<file path="config.mk">
export PLATFORM = sky130hd
export DESIGN_NAME = divide_controller
export DESIGN_NICKNAME = d
export VERILOG_FILES = /design/src/rtl/divide_controller.sv
export SDC_FILE = /design/constraint.sdc
export NUM_CORES = 1
export LEC_CHECK = 0
export ABC_CLOCK_PERIOD_IN_PS = 2800
export BUFFER_PORTS_ARGS = -buffer_cell sky130_fd_sc_hd__buf_2
export CORE_ASPECT_RATIO = 0.9
export CORE_MARGIN = 3
export CORE_UTILIZATION = 45
export DETAILED_ROUTE_END_ITERATION = 10
export GPL_TIMING_DRIVEN = 0
export MAX_ROUTING_LAYER = met4
export PLACE_DENSITY_LB_ADDON = 0.2
export SYNTH_ARGS = -nofsm -noshare
export SYNTH_HDL_FRONTEND = slang
export SYNTH_SLANG_ARGS = --single-unit
export TNS_END_PERCENT = 30
</file>
<file path="constraint.sdc">
create_clock -name clk -period 2.8 [get_ports clk]
set_input_delay 0.42 -clock clk [delete_from_list [all_inputs] [get_ports clk]]
set_output_delay 0.42 -clock clk [all_outputs]
set_load 0.01 [all_outputs]
</file>
<file path="src/rtl/divide_controller.sv">
// divide_controller: multi-cycle unsigned 16-bit restoring divider controller.
// It sequences one shared subtract instance over 16 iterations and exposes a
// start/busy/done handshake. The quotient and remainder outputs are registered
// and update only when an operation completes.
//
// Ports:
//   clk          clock; all state updates on the rising edge
//   rst          synchronous, active-high reset
//   start        division request, sampled only in IDLE
//   dividend     unsigned numerator, latched on an accepted start
//   divisor      unsigned denominator, latched on an accepted start
//   busy         high while iterations are in progress
//   done         one-cycle completion pulse
//   quotient     registered quotient, held until the next completion
//   remainder    registered remainder, held until the next completion
//   div_by_zero  set when the last accepted operation had divisor == 0

// subtract: 16-bit two's-complement difference a - b. No borrow output.
module subtract (
  input  logic [15:0] a,
  input  logic [15:0] b,
  output logic [15:0] diff
);
  assign diff = a - b;
endmodule

module divide_controller (
  input  logic        clk,
  input  logic        rst,
  input  logic        start,
  input  logic [15:0] dividend,
  input  logic [15:0] divisor,
  output logic        busy,
  output logic        done,
  output logic [15:0] quotient,
  output logic [15:0] remainder,
  output logic        div_by_zero
);

  typedef enum logic {IDLE, ITER} state_t;

  state_t      state;
  logic [15:0] qReg;
  logic [15:0] rReg;
  logic [15:0] dReg;
  logic [3:0]  count;

  logic [16:0] shifted;
  logic [15:0] subDiff;
  logic        takeSub;
  logic [15:0] nextR;
  logic [15:0] nextQ;

  subtract subInst (
    .a    (shifted[15:0]),
    .b    (dReg),
    .diff (subDiff)
  );

  // When shifted[16] is set the compare always succeeds, and the 16-bit
  // difference is still exact because the true result is below dReg.
  always_comb begin
    shifted = {rReg, qReg[15]};
    takeSub = (shifted >= {1'b0, dReg});
    nextR   = takeSub ? subDiff : shifted[15:0];
    nextQ   = {qReg[14:0], takeSub};
  end

  always_ff @(posedge clk) begin
    if (rst) begin
      state       <= IDLE;
      qReg        <= '0;
      rReg        <= '0;
      dReg        <= '0;
      count       <= '0;
      busy        <= 1'b0;
      done        <= 1'b0;
      quotient    <= '0;
      remainder   <= '0;
      div_by_zero <= 1'b0;
    end else begin
      done <= 1'b0;
      case (state)
        IDLE: begin
          if (start) begin
            if (divisor != '0) begin
              dReg        <= divisor;
              qReg        <= dividend;
              rReg        <= '0;
              count       <= '0;
              div_by_zero <= 1'b0;
              busy        <= 1'b1;
              state       <= ITER;
            end else begin
              quotient    <= '1;
              remainder   <= dividend;
              div_by_zero <= 1'b1;
              done        <= 1'b1;
            end
          end
        end
        ITER: begin
          qReg  <= nextQ;
          rReg  <= nextR;
          count <= count + 4'd1;
          if (count == 4'd15) begin
            quotient  <= nextQ;
            remainder <= nextR;
            done      <= 1'b1;
            busy      <= 1'b0;
            state     <= IDLE;
          end
        end
        default: state <= IDLE;
      endcase
    end
  end

endmodule
</file>
### Word level (Yosys, flattened, before mapping)

Index checks and enable logic that the tools add are counted.

| storage, ports and cells | value |
|---|---|
| flip-flop bits (word level) | 88 |
| input port bits | 35 |
| output and inout bits | 35 |
| logic and storage cells | 55 |

| cells by class | value |
|---|---|
| $add $sub $neg | 2 |
| magnitude comparators | 1 |
| equal/unequal tests | 5 |
| multiplexer cells | 30 |
| bitwise operators | 1 |
| reduce and logical (&&, ||, !) cells | 6 |

Operators with widths:

| cell | count |
|---|---|
| two-way mux 16 bit | 11 |
| one-hot mux 16 bit (2 select lines) | 4 |
| greater-or-equal comparator 17 x 16 -> 1 bit | 1 |
| nonzero test 16 bit | 1 |
| subtractor 16 bit | 1 |
| two-way mux 1 bit | 9 |
| AND reduction 3 bit | 3 |
| two-way mux 4 bit | 2 |
| one-hot mux 4 bit (2 select lines) | 1 |
| != test 2 bit (second input constant) | 3 |
| one-hot mux 1 bit (2 select lines) | 3 |
| adder 4 x 1 -> 4 bit (second input constant) | 1 |
| equality test 4 bit (second input constant) | 1 |
| AND reduction 2 bit | 2 |
| != test 2 x 1 -> 1 bit (second input constant) | 1 |
| inverter 1 bit | 1 |

### Depth between registers and ports, before layout

Gate-level depths: netlist of the first run.

| logic depth | value |
|---|---|
| word-level depth | 4 |
| mapped depth | 12 |
| depth with buffers taken out | 11 |

### Cells and area by module

A second synthesis of the first run with hierarchy kept.

| unflattened totals | value |
|---|---|
| cell total of the unflattened synthesis | 570 |
| area, all modules | 4825.9 µm² |

By module, submodules not included:

| module | times used | cells an instance | area an instance (µm²) | sequential area each (µm²) |
|---|---|---|---|---|
| divide_controller | 1 | 440 | 3973.8 | 1761.7 |
| subtract | 1 | 130 | 852.1 | 0.0 |

### Worst setup path before layout of the first run

OpenSTA, ideal clock, no wires.

| timing | value |
|---|---|
| path type | reg-to-reg |
| start | reg qReg[15] |
| end | reg remainder[10] |
| library setup time | 0.086 ns |
| data arrival time | 2.199 ns |
| data required time | 2.714 ns |
| path slack | 0.515 ns |
| stages on the path, launching flop included | 11 |
| path buffers | 0 |
| clock period less this slack | 2.285 ns |
| cells stage by stage | dfxtp_1 > inv_1 > ha_1 > inv_1 > fa_1 > a21oi_1 > o21ai_0 > a211oi_1 > xnor2_1 > a22oi_4 > a211oi_1 |

| on the way | value |
|---|---|
| word-level cells in the longest chain between the ends | 4 |
| elaborated cells between the ends (all ways) | 5 |
| classes of those cells | add/sub (1); order compare (1); mux (3) |

RTL lines:

| what | RTL line | source |
|---|---|---|
| from (decl) | 43 | `logic [15:0] qReg;` |
| from (signal assigned) | 88 | `qReg <= dividend;` |
| from (signal assigned) | 103 | `qReg <= nextQ;` |
| subtractor 16 bit or greater-or-equal comparator 17 x 16 -> 1 bit (tied branches) | 24, 64 |  |
| two-way mux 16 bit (*) | 65 | `nextR = takeSub ? subDiff : shifted[15:0];` |
| two-way mux 16 bit (*) | 106 | `if (count == 4'd15) begin` |
| one-hot mux 16 bit (2 select lines) (*) | 83 | `case (state)` |
| to (signal assigned) | 96 | `remainder <= dividend;` |
| to (signal assigned) | 108 | `remainder <= nextR;` |
| to (decl) | 36 | `output logic [15:0] remainder,` |

Mark *: on every way between the ends. The rest lies on a longest branch, timed or not. The select of a mux whose other input is x is not followed.
A chain may end at the register's enable or synchronous reset.

### Worst setup path after layout of the first run

| timing | value |
|---|---|
| start | reg qReg[15] |
| end | reg rReg[14] |

| on the way | value |
|---|---|
| word-level cells in the longest chain between the ends | 3 |
| elaborated cells between the ends (all ways) | 4 |
| classes of those cells | add/sub (1); order compare (1); mux (2) |

RTL lines:

| what | RTL line | source |
|---|---|---|
| subtractor 16 bit or greater-or-equal comparator 17 x 16 -> 1 bit (tied branches) | 24, 64 |  |
| two-way mux 16 bit (*) | 65 |  |
| one-hot mux 16 bit (2 select lines) (*) | 83 |  |
| to (signal assigned) | 104 | `rReg <= nextR;` |
| to (decl) | 44 | `logic [15:0] rReg;` |

Mark *: on every way between the ends. The rest lies on a longest branch, timed or not.

==> impl_metrics.ini, run 1 <==
[status]
outcome = finished clean

[clock_tree]
cts_sinks = 88
cts_tree = yes
cts_max_level = 3
clkSlewWorstSetupHoldPaths_ns = 0.09
ctsHoldBuffers = 0
cts_buffers = 9
cts_buffer_depth = 2
ctsRootBufferMaster = clkbuf_8
clk-insertion-delay-late_ns = 0.36

[timing]
max_freq_ghz = 0.380
tns_ns = 0
setup_viol = 0
skew_ns = 0.0147
rsz0062_at_grt = false
min_period_ns = 2.64
hold_viol = 0
slew_headroom_pct = 57.8
worst_slack_ns = 0.165
period_share_pct = 94.1
tightest_slew_ns = 0.630
slew_viol_final = 0

[yosys]
ys.flop_type = dfxtp_1
syn_inst = 539
syn_area_um2 = 4390
async_reset_ff_share_pct = 0
synth_edf_count = 0
ys_seq_elements = 88
synth_fp_nets = 592
synth_cell_types = 58
synth.avg_cell_area_um2 = 8.15
seq_area_frac_synth_pct = 40.1
yosysWarnings = 0

[global_route]
grt_overflow_total = 0
grt_antenna_before_repair = 0
grt_pass1_wl_mm = 19.4
grt_pass1_vias = 3875
grt_max_degree = 16
track_usage_pct = 23.4

[route]
first_pass_iters = 5
via_per_inst = 5.59
routed_wl_mm = 12.0
drt_iter0_drc = 269
dr_total_vias = 4165
drcViolationCount = 0
post_drt_wl_per_cell_um = 16.1
drtAntennaViolNets = 0

[floorplanning]
start_util_pct = 47.3
rows = 33
die_y_um = 99.7
io_pins = 70
core_area_um2 = 9290
die_w_um = 110
dieArea_um2 = 11000

[power]
vdd_drop_max_uv = 336
total_power_mw = 3.51
p_per_area_nw_per_um2 = 689
static-leakage-power_nw = 2.15

[worst_setup_path]
cp_data_required_time_ns = 3.09
crit_path_end_kind = register
cpMaxStageDelayCell = a211oi_2
cp_slowest_stage_delay_ns = 0.50
cp_max_fo = 5
cpMostUsedCell = inv_1
cp-startpoint = qReg[15]$_SDFFE_PP0P_
crit_path_start_kind = register
r2r_start = qReg[15]$_SDFFE_PP0P_
crit_arrival_ns = 2.92
critPathKind = register to register
cp_cell_sequence = inv_1 -> ha_1 -> inv_1 -> fa_1 -> a21oi_1 -> o21ai_0 -> a211oi_2 -> nand4b_1 -> o311ai_0 -> nand2_1 -> a31oi_1

[placement]
hpwl_mm = 9.53
place.gp.congestion = 0.894
io_buffers = 68
place_ws_ns = -0.0480

[run]
max_cap_violations = 0

[layout]
final_common_cell = nor2_1
layout-drive-gt1-share_pct = 17.3
final_cell_mix = nor2_1, dfxtp_1, buf_2, nand2_1, a21oi_1
final_core_util_pct = 54.8
diodes = 0
fin_nets = 671
area_growth_syn_to_layout_pct = 15.9

[min_path]
hp-start = divisor[2]
hold_class = primary input to register
layer usage:
metal | vias up | share of wire [%] | track usage (%)
met2 | 127 | 46 | 34.9
met3 | 10 | 5.1 | 3.96
met5 | - | 0 | -
li1 | 2074 | - | -
met1 | 1954 | 48 | 33.3
met4 | 0 | 0.99 | 5.21
power breakdown:
group	switching [mW]	internal [mW]	leakage [nW]
clock	0.469	0.416	0.0929
combinational	0.733	0.496	1.34
sequential	0.0648	1.33	0.718
area by class of cell:
class                      instances  area (um^2)
timing repair buffer              68          340
inverter                          22         82.6
fill                             903         4200
tap                              122          153
sequential                        88         1760
multi-input combinational        394         2380
clock buffer                      10          128
buffer                            35          178
clock inverter                     6         67.6
registers in the layout, summed over array words and instances (netlist names):
register,count
dReg,16
qReg,16
quotient,16
rReg,16
remainder,16
count,4
busy,1
div_by_zero,1
done,1
state,1
metrics by stage:
step	cell area, um^2	std cells	hold slack (ns)
4_1_cts	5090	745	0.293
5_1_grt	5090	745	0.303
2_1_floorplan	4390	539	0.436
6_report	5090	745	0.303
3_5_place_dp	4890	729	0.448
3_3_place_gp	4890	729	0.448
repair_timing:
action,in CTS,in global routing
setup endpoints to repair,4,4
pin swaps,0,1
gates resized for setup,1,1
buffers inserted,0,0
hold endpoints to repair,0,0
cells in the mapped netlist (3+ instances only):
master,n,share of area (%)
nor2_1,100,8.5
and3_1,3,0.43
xor2_1,3,0.60
o21ai_0,7,0.80
o22ai_1,3,0.43
nor4_1,19,2.7
o21bai_1,4,0.68
ha_1,17,4.8
xnor2_1,5,1.0
nand2_1,60,5.1
clkbuf_1,26,2.2
o21a_1,4,0.68
nand3_1,9,1.0
inv_1,21,1.8
a22oi_1,4,0.68
nor3_1,7,0.80
dfxtp_1,88,40
a31oi_1,6,0.85
a21oi_1,52,5.9
a21o_1,3,0.51
a211oi_1,40,6.8
buf_2,5,0.57
mux2i_1,3,0.68
a22oi_4,6,2.9
critical path, delay by kind of cell (launching register included):
| family | cells | cell delay [ns] |
|---|---|---|
| AO/OA/AOI/OAI | 5 | 1.23 |
| adder cells (fa/ha/maj) | 2 | 0.56 |
| buffers and inverters | 2 | 0.13 |
| flip-flops | 1 | 0.33 |
| AND/OR/NAND/NOR | 2 | 0.30 |
worst paths after layout:
| path | to | slack (ns) | cells past startpoint |
|---|---|---|---|
| min | dReg[2]$_SDFFE_PP0P_ | 0.30 | 3 |
| min reg2reg | dReg[14]$_SDFFE_PP0P_ | 0.46 | 2 |
| max reg2reg | rReg[14]$_SDFFE_PP0P_ | 0.16 | 11 |
| max | rReg[14]$_SDFFE_PP0P_ | 0.16 | 11 |
logic make-up after synthesis:
logic type                 after synthesis  synth area share, %
AOI/OAI and AO/OA                      149                 24.7
xor gates and xnor gates                 8                 1.60
adders and majority gates               18                 5.30
buffers and inverters                   57                 5.92
DFF                                     88                 40.1
muxes                                    3                0.684
and+or+nand+nor                        216                 21.7
(Power assumes the default switching activity.)
==> run 2: changes to the inputs <==
CORE_MARGIN = 10   (was 3)
==> run 2 against run 1 <==
Compared with the run above:
- worst hold slack got worse by 0.013 ns
- non-clock buffer count grew 1
- core utilization fell by 1.5 points
- die area rose by 29%
- clock skew down 0.0035 ns
- total power rose by 3.2%
- routed wire length is 5.0% higher
- first-iteration DRC count increased by 16%
- critical path type unchanged
- highest routed layer unchanged
==> impl_metrics.ini, run 2 (synthesis results as in run 1) <==
[status]
outcome = finished clean

[layout]
fin_nets = 672
area_growth_syn_to_layout_pct = 16.5
final_common_cell = nor2_1
final_area_um2 = 5120
fill_cells = 994
seq_area_um2 = 1760
diodes = 0
final_core_util_pct = 53.3
finalNonFillerCells = 749
multi_input_area_um2 = 2380
layout-drive-gt1-share_pct = 17.3
final_cell_mix = nor2_1, dfxtp_1, buf_2, nand2_1, a21oi_1

[placement]
io_buffers = 68
place.gp.congestion = 0.877
placed_cell_area_um2 = 4890
hpwl_mm = 9.94
place_inst = 733

[floorplanning]
rows = 34
dieArea_um2 = 14100
io_pins = 70
core_area_um2 = 9610
die_y_um = 114
die_w_um = 124
start_util_pct = 45.7

[worst_setup_path]
cp_slowest_stage_delay_ns = 0.34
cpMaxStageDelayCell = dfxtp_1
crit_path_end_kind = register
crit_arrival_ns = 2.81
cp_cell_sequence = inv_1 -> ha_1 -> buf_2 -> nand3_1 -> nor3_1 -> a21o_1 -> o21ai_1 -> and3_1 -> buf_6 -> buf_12 -> a32oi_1 -> a211oi_1
cp_max_fo = 10
cp_data_required_time_ns = 3.04
crit_path_start_kind = register
critPathKind = register to register

[global_route]
grt_pass1_wl_mm = 20.1
grt_overflow_total = 0
grt_pass1_vias = 3929
grt_antenna_before_repair = 0
grt_max_degree = 16
track_usage_pct = 18.4

[timing]
slew_headroom_pct = 53.4
setup_viol = 0
slew_viol_final = 0
max_freq_ghz = 0.389
period_share_pct = 91.9
hold_ws_ns = 0.290
min_period_ns = 2.57
skew_ns = 0.0112
tns_ns = 0
rsz0062_at_grt = false
tightest_slew_ns = 0.697
hold_viol = 0

[clock_tree]
cts_sinks = 88
cts_buffer_depth = 2
cts_tree = yes
clkSlewWorstSetupHoldPaths_ns = 0.10
clk-insertion-delay-late_ns = 0.37
cts_max_level = 3
cts_buffers = 9
ctsRootBufferMaster = clkbuf_8
ctsHoldBuffers = 0

[route]
via_per_inst = 5.50
post_drt_wl_per_cell_um = 16.9
routed_wl_mm = 12.6
dr_total_vias = 4118
drt_iter0_drc = 312
drcViolationCount = 0
first_pass_iters = 4
drtAntennaViolNets = 0

[power]
static-leakage-power_nw = 2.16
vdd_drop_max_uv = 348
p_per_area_nw_per_um2 = 706

[min_path]
hold_class = primary input to register

[run]
max_cap_violations = 0
==> run 2: path summary, 6_finish.rpt <==
check                                           start                        end  slack [ns]  cells past startpoint
worst max-delay path            dReg[11]$_SDFFE_PP0P_  remainder[7]$_SDFFE_PP0P_        0.23                     12
worst min-delay path                       divisor[8]       dReg[8]$_SDFFE_PP0P_        0.29                      3
worst max register to register  dReg[11]$_SDFFE_PP0P_  remainder[7]$_SDFFE_PP0P_        0.23                     12
worst min register to register   dReg[4]$_SDFFE_PP0P_       dReg[4]$_SDFFE_PP0P_        0.46                      2
==> run 2: repair_timing <==
action / in CTS / in global routing
pin swaps: 0 / 1
endpoints found under the setup margin: 1 / 4
setup buffers: 0 / 1
hold endpoints to repair: 0 / 0
gates resized for setup: 1 / 0
==> run 2: critical path: cells and delay by family (launching register included) <==
kind                     cells  cell delay (ns)
AND/OR/NAND/NOR              3             0.70
AO/OA/AOI/OAI                4             0.60
buffers and inverters        4             0.53
flip-flops                   1             0.34
adder cells (fa/ha/maj)      1             0.26
==> run 2: metal layers <==
layer / global-route usage, % / up-vias / routed length (um)
li1: - / 2078 / -
met1: 23.7 / 1916 / 5990
met2: 28.0 / 108 / 5710
met3: 4.10 / 16 / 708
met4: 5.67 / 0 / 211
met5: - / - / 0
==> run 2: metrics by stage <==
step / power (mW) / worst slack (ns)
2_1_floorplan: 2.34 / 0.515
3_3_place_gp: 2.60 / 0.0550
3_5_place_dp: 2.62 / -0.00162
4_1_cts: 3.60 / 0.220
5_1_grt: 3.81 / 0.0152
6_report: 3.62 / 0.227
==> run 2: area by class of cell <==
| type | instances | area share [%] |
|---|---|---|
| repair buffers | 69 | 6.79 |
| inverters | 22 | 1.61 |
| clock inverters | 6 | 1.81 |
| well taps | 126 | 3.08 |
| clock buffers | 9 | 2.42 |
| plain buffers | 35 | 3.47 |
| multi-input cells | 394 | 46.4 |
| flip-flops and latches | 88 | 34.4 |
==> run 2: where the power goes <==
| part | internal [mW] | total [mW] | leakage (nW) | switching, mW |
|---|---|---|---|---|
| registers | 1.33 | 1.39 | 0.718 | 0.0671 |
| clock network | 0.504 | 0.994 | 0.102 | 0.490 |
| logic | 0.506 | 1.23 | 1.34 | 0.723 |
| total | 2.34 | 3.62 | 2.16 | 1.28 |
